[config.mk]
export PLATFORM = sky130hd
export DESIGN_NAME = led_decoder_3to8
export DESIGN_NICKNAME = d
export VERILOG_FILES = /design/src/rtl/led_decoder_3to8.sv
export SDC_FILE = /design/constraint.sdc
export NUM_CORES = 1
export LEC_CHECK = 0
export CORE_AREA = 8 8 45 47
export DETAILED_ROUTE_END_ITERATION = 12
export DIE_AREA = 0 0 53 55
export GPL_ROUTABILITY_DRIVEN = 0
export PLACE_DENSITY_LB_ADDON = 0.25
export SYNTH_ARGS = -nofsm -noshare
export SYNTH_HDL_FRONTEND = slang
export SYNTH_SLANG_ARGS = --single-unit
[constraint.sdc]
create_clock -name clk -period 0.8 [get_ports clk]
set_input_delay 0.2 -clock clk [delete_from_list [all_inputs] [get_ports clk]]
set_output_delay 0.2 -clock clk [all_outputs]
set_load 0.02 [all_outputs]
[src/rtl/led_decoder_3to8.sv]
// Registered 3-to-8 line decoder with active-low outputs and 74x138-style enable gating.
// Optional LED_HOLD_EN macro: a disabled enable code holds the previous led value instead of blanking.
module led_decoder_3to8 #(
   parameter int         SEL_W   = 3,
   parameter logic [2:0] EN_CODE = 3'b100
) (
   input  logic                   clk,
   input  logic                   rst,
   input  logic [2:0]             enable,
   input  logic [SEL_W-1:0]       switch,
   output logic [(2**SEL_W)-1:0]  led
);

   localparam int OUT_W = 2**SEL_W;

   logic [OUT_W-1:0] decoded;
   logic [OUT_W-1:0] next_led;

   // One-cold decode: only the bit addressed by switch is driven low (lit).
   always_comb begin
      decoded = '1;
      for (int i = 0; i < OUT_W; i++) begin
         if (switch == SEL_W'(i)) begin
            decoded[i] = 1'b0;
         end
      end
   end

   always_comb begin
      next_led = decoded;
      if (enable != EN_CODE) begin
`ifdef LED_HOLD_EN
         next_led = led;
`else
         next_led = '1;
`endif
      end
   end

   // Reset is asynchronous so the LEDs blank immediately, independent of clk.
   always_ff @(posedge clk or negedge rst) begin
      if (!rst) begin
         led <= '1;
      end else begin
         led <= next_led;
      end
   end

endmodule

==> run_results.csv, run 1 <==
group,metric,value,unit
yosys,count_of_flip_flops_with_a_built_in_enable_after_synthesis,0,
floorplan,core.rowCount,14,
yosys,ys_async_sr_fraction,100,%
sta,final_period_minus_worst_setup_slack,1080,ps
status,failed_checks,"negative setup slack",
floorplan,floorplan.die.width,53,um
cells_and_area,largest_register_ffs,8,
yosys,synth-seq-cells,8,
clocking,root_buffer_master,"sky130_fd_sc_hd__clkbuf_4",
sta,highest_achievable_clock_rate,929,MHz
sta,rsz0062_at_grt,"true",
drt,average_routed_wire_per_standard_cell,10.2,um
sta,worst_pin_slew,306,ps
cells_and_area,ant_cells,0,
floorplan,die_area,2920,sq um
cells_and_area,biggestRegsByFlops,"led: 8 flops",
cells_and_area,design.final.nets,52,
clocking,cts_num_sinks,8,
run,maxCapViolations,0,
place,place_hpwl,503,um
worst_setup_path,critical-path-top-delay-family,"flip-flops",
clocking,clk_transition_reported_paths,50,ps
floorplan,boundaryPins,16,
sta,finalSetupViolCount,8,
clocking,cts_tree,"done",
cells_and_area,area_delta_synth_final,75.0,%
worst_setup_path,crit_path_start_kind,"flop",
worst_setup_path,worstPathArrival,880,ps
floorplan,starting_utilization_of_the_core_area,21.7,%
place,portBuffers,15,
yosys,synthCells,21,
worst_setup_path,setup.worst_path.class,"flop to output pin",
power,total_power,0.000793,W
yosys,seq_area_frac_synth,70.0,%
global_route,grt_overflow_total,0,
worst_setup_path,crit_chain,"buf_6",
floorplan,die_h,55,um
cells_and_area,top_register,"led",
drt,total_number_of_vias,222,
yosys,mappedNetlistNets,29,
hold_path,worst_hold_path_type,"input port to flop",
clocking,tritoncts.num_buffers,3,
clocking,cts_buffer_depth,2,
yosys,synthDominantAreaCellType,"sky130_fd_sc_hd__dfstp_2",
yosys,synth_top_area_cells,"sky130_fd_sc_hd__dfstp_2, sky130_fd_sc_hd__nor4b_4, sky130_fd_sc_hd__nand2_1",
power,power.static_leakage,0.219,nW
cells_and_area,post_route_cells_drive_above_1_share,61.9,%
sta,hold_viol,0,
yosys,syn_avg_cell_area,14.3,sq um
sta,tns,-2180,ps
power,power_density_relative_to_cell_area,1510,nW/um^2
yosys,synth_top_cell_area_share,70.0,%
drt,drt-pass1-iter-count,1,
clocking,number_of_levels_the_h_tree_was_split_into,1,
floorplan,core_region_area,1380,sq um
cells_and_area,multiInputGateArea,95.1,sq um
place,placedInstanceArea,493,sq um
drt,drc_errors,0,
worst_setup_path,slowest_delay,520,ps
clocking,number_of_buffers_inserted_to_repair_setup_after_cts,0,
cells_and_area,fillerInstances,144,
yosys,synth.top_cells.by_count,"sky130_fd_sc_hd__dfstp_2, sky130_fd_sc_hd__nand2_1, sky130_fd_sc_hd__nor2b_1",
yosys,dominantRegCellSynth,"sky130_fd_sc_hd__dfstp_2",
status,outcome,"finished with violations",
drt,initial_drc_count,0,
yosys,synth.lib_cells_used.distinct,8,
sta,timing.final.max_slew_violations,0,
worst_setup_path,worst-path-buf-inv,1,
worst_setup_path,critPathRequiredTime,600,ps
sta,timing.final.crit_share,134,%
global_route,grt_first_pass_wirelength,931,um
yosys,yosysWarnings,0,
cells_and_area,sequential_cell_area,210,sq um
worst_setup_path,critPathCaptureType,"output pin",
cells_and_area,layout.cell_area.non_filler,526,sq um
power,peakVddDrop,0.479,mV
yosys,yosysMostFrequentCell,"sky130_fd_sc_hd__dfstp_2",
global_route,grt_antenna_before_repair,0,
drt,drtAntennaViolNets,0,
global_route,largest_net_degree_at_the_start_of_global_routing,9,
global_route,grt.total_usage,4.63,%
global_route,number_of_global_route_vias_before_repair,251,
sta,post-route-worst-setup-slack,-276,ps
clocking,postCtsHoldBufs,0,
worst_setup_path,worst-path-max-fanout,1,
worst_setup_path,crit_slowest_cell,"sky130_fd_sc_hd__dfstp_2",
drt,wl_final,589,um
sta,max_slew_margin,79.5,%
yosys,synthesis.area,300,sq um
drt,vias_per_cell,3.83,
==> repair_timing <==
item                                    in CTS  in global routing
endpoints found under the setup margin      16                 12
hold endpoints to repair                     0                  0
pin swaps                                    2                  2
gates resized for setup                     56                  2
==> final timing paths <==
| check | from | end | slack, ps | depth (start not counted) |
|---|---|---|---|---|
| max in group asynchronous | rst | led[0] | 370 | 2 |
| setup / recovery | led[3] | led[3] | -280 | 1 |
| hold / removal | enable[1] | led[1] | 330 | 3 |
| min in group asynchronous | rst | led[7] | 410 | 2 |
==> cells by family (layout without fill, tap and decap cells) <==
| logic type | after synthesis | count (layout) | share of synthesized area (%) |
|---|---|---|---|
| simple gates | 13 | 13 | 30.0 |
| flops | 8 | 8 | 70.0 |
| buf+inv | 0 | 21 | 0 |
==> cell type report <==
cell class,count,share of cell area (%)
sequential,8,40.0
timing repair buffer,18,33.8
multi-input combinational,13,18.1
clock buffer,3,4.29
tap,16,3.81
==> placed cells by master (no fill, tap or decap), drive strengths merged <==
cell type,instances
and4bb,1
buf,11
clkbuf,3
clkdlybuf4s15,2
clkdlybuf4s50,1
dfstp,8
dlygate4sd2,4
nand2,6
nand3,2
nor2,1
nor2b,2
nor4b,1
==> metal layers <==
layer	GRT usage (%)	part of all wire, %	up-vias
met3	1.87	10	0
met4	7.76	0	0
met1	4.04	37	99
met2	6.45	52	10
met5	0	0	-
li1	-	-	113
==> power by group <==
part | switching (W) | internal [W] | leakage, nW
clock | 0.000120 | 0.000170 | 0.0138
combinational | 0.0000388 | 0.0000485 | 0.121
sequential | 0.00000164 | 0.000414 | 0.0842
total | 0.000160 | 0.000633 | 0.219
==> metrics by stage <==
step,cells,util [%],setup WS (ps),hold slack [ps]
detailed placement,55,35.6,-496,671
global route,58,38.0,-299,360
global placement,55,35.6,-496,674
floorplan,21,-,45.6,52.2
CTS,58,37.8,-290,336
finish,58,38.0,-276,334
Power figures use the tool's default switching activity.
==> run 2, diff against run 1 <==
Clock period 0.8 ns to 1.2 ns, I/O delays scaled along.
==> run_results.csv, run 2 (synthesized netlist as in run 1, its figures left out) <==
group,metric,value,unit
clocking,cts_tree,"done",
floorplan,core_region_area,1380,sq um
global_route,grt_overflow_total,0,
floorplan,die_area,2920,sq um
power,power_density_relative_to_cell_area,1040,nW/um^2
sta,worst_pin_slew,311,ps
worst_setup_path,worst-path-buf-inv,1,
floorplan,boundaryPins,16,
worst_setup_path,worstPathArrival,880,ps
global_route,grt.total_usage,4.46,%
clocking,cts_buffer_depth,2,
cells_and_area,fillerInstances,152,
cells_and_area,ant_cells,0,
sta,max_slew_margin,79.2,%
sta,final_period_minus_worst_setup_slack,1180,ps
worst_setup_path,setup.worst_path.class,"flop to output pin",
drt,vias_per_cell,3.81,
sta,timing.final.crit_share,98.6,%
drt,drtAntennaViolNets,0,
cells_and_area,top_register,"led",
worst_setup_path,crit_path_start_kind,"flop",
cells_and_area,mostFrequentLayoutCells,"sky130_fd_sc_hd__dfstp_2, sky130_fd_sc_hd__clkdlybuf4s50_1, sky130_fd_sc_hd__nand2_1, sky130_fd_sc_hd__buf_6, sky130_fd_sc_hd__buf_4",
drt,total_number_of_vias,217,
clocking,tritoncts.num_buffers,3,
global_route,number_of_global_route_vias_before_repair,225,
cells_and_area,post_route_cells_drive_above_1_share,56.1,%
power,peakVddDrop,0.314,mV
status,outcome,"completed",
sta,highest_achievable_clock_rate,845,MHz
power,power.static_leakage,0.202,nW
worst_setup_path,crit_slowest_cell,"sky130_fd_sc_hd__dfstp_2",
worst_setup_path,crit_chain,"buf_4",
worst_setup_path,critical-path-top-delay-family,"flip-flops",
clocking,root_buffer_master,"sky130_fd_sc_hd__clkbuf_4",
worst_setup_path,slowest_delay,510,ps
clocking,number_of_buffers_inserted_to_repair_setup_after_cts,0,
place,placedInstanceArea,485,sq um
cells_and_area,multiInputGateArea,90.1,sq um
global_route,largest_net_degree_at_the_start_of_global_routing,9,
cells_and_area,largest_register_ffs,8,
hold_path,worst_hold_path_type,"input port to async pin",
drt,initial_drc_count,0,
run,maxCapViolations,0,
drt,drt-pass1-iter-count,1,
power,total_power,0.000530,W
worst_setup_path,critPathCaptureType,"output pin",
floorplan,core.rowCount,14,
sta,post-route-worst-setup-slack,16.5,ps
sta,timing.final.max_slew_violations,0,
worst_setup_path,critPathRequiredTime,900,ps
place,portBuffers,15,
sta,hold_viol,0,
global_route,grt_antenna_before_repair,0,
clocking,postCtsHoldBufs,0,
cells_and_area,biggestRegsByFlops,"led: 8 flops",
drt,drc_errors,0,
floorplan,floorplan.die.width,53,um
clocking,number_of_levels_the_h_tree_was_split_into,1,
floorplan,starting_utilization_of_the_core_area,21.7,%
cells_and_area,design.final.nets,51,
cells_and_area,final_util,36.9,%
cells_and_area,layout.cell_area.non_filler,510,sq um
worst_setup_path,worst-path-max-fanout,1,
sta,rsz0062_at_grt,"false",
sta,finalSetupViolCount,0,
place,dp_slack,-199,ps
clocking,clk_transition_reported_paths,50,ps
cells_and_area,sequential_cell_area,210,sq um
cells_and_area,layout.cells.most_common,"sky130_fd_sc_hd__dfstp_2",
cells_and_area,area_delta_synth_final,70.0,%
global_route,grt_first_pass_wirelength,903,um
drt,average_routed_wire_per_standard_cell,10.0,um
drt,wl_final,571,um
clocking,cts_num_sinks,8,
floorplan,die_h,55,um
clocking,post_cts_resized,44,
-- run 2: power by group --
part | switching (W) | internal, W
registers | 0.000000947 | 0.000276
logic | 0.0000245 | 0.0000355
clock network | 0.0000797 | 0.000114
total | 0.000105 | 0.000425
-- run 2: worst paths after layout --
kind	from	endpoint	slack, ps	cells after the start
worst max-delay path	led[0]	led[0]	20	1
worst min-delay path	rst	led[1]	570	1
max in group asynchronous	rst	led[6]	610	1
min in group clk	switch[0]	led[7]	660	2
-- run 2: area by class of cell --
class                   instances  area share, %
clock buffers                   3           4.41
repair buffers                 17           32.8
flip-flops and latches          8           41.2
well taps                      16           3.92
multi-input cells              13           17.6
-- run 2: through the flow --
stage / TNS, ps / hold slack, ps / std cells
global route: 0 / 640 / 57
CTS: 0 / 579 / 57
finish: 0 / 571 / 57
detailed placement: -2390 / 849 / 54
global placement: -2350 / 852 / 54
floorplan: 0 / 152 / 21
-- run 2: routing by layer --
metal | global-route usage [%] | wire length, um
met5 | 0 | 0
met4 | 6.47 | 17
met3 | 1.87 | 53
met2 | 6.25 | 287
met1 | 4.19 | 212
==> run 3, diff against run 2 <==
Settings changed: CTS_CLUSTER_DIAMETER from default to 50.
==> results of run 3 <==
Final layout, timing and power as in run 2 (identical DEF).
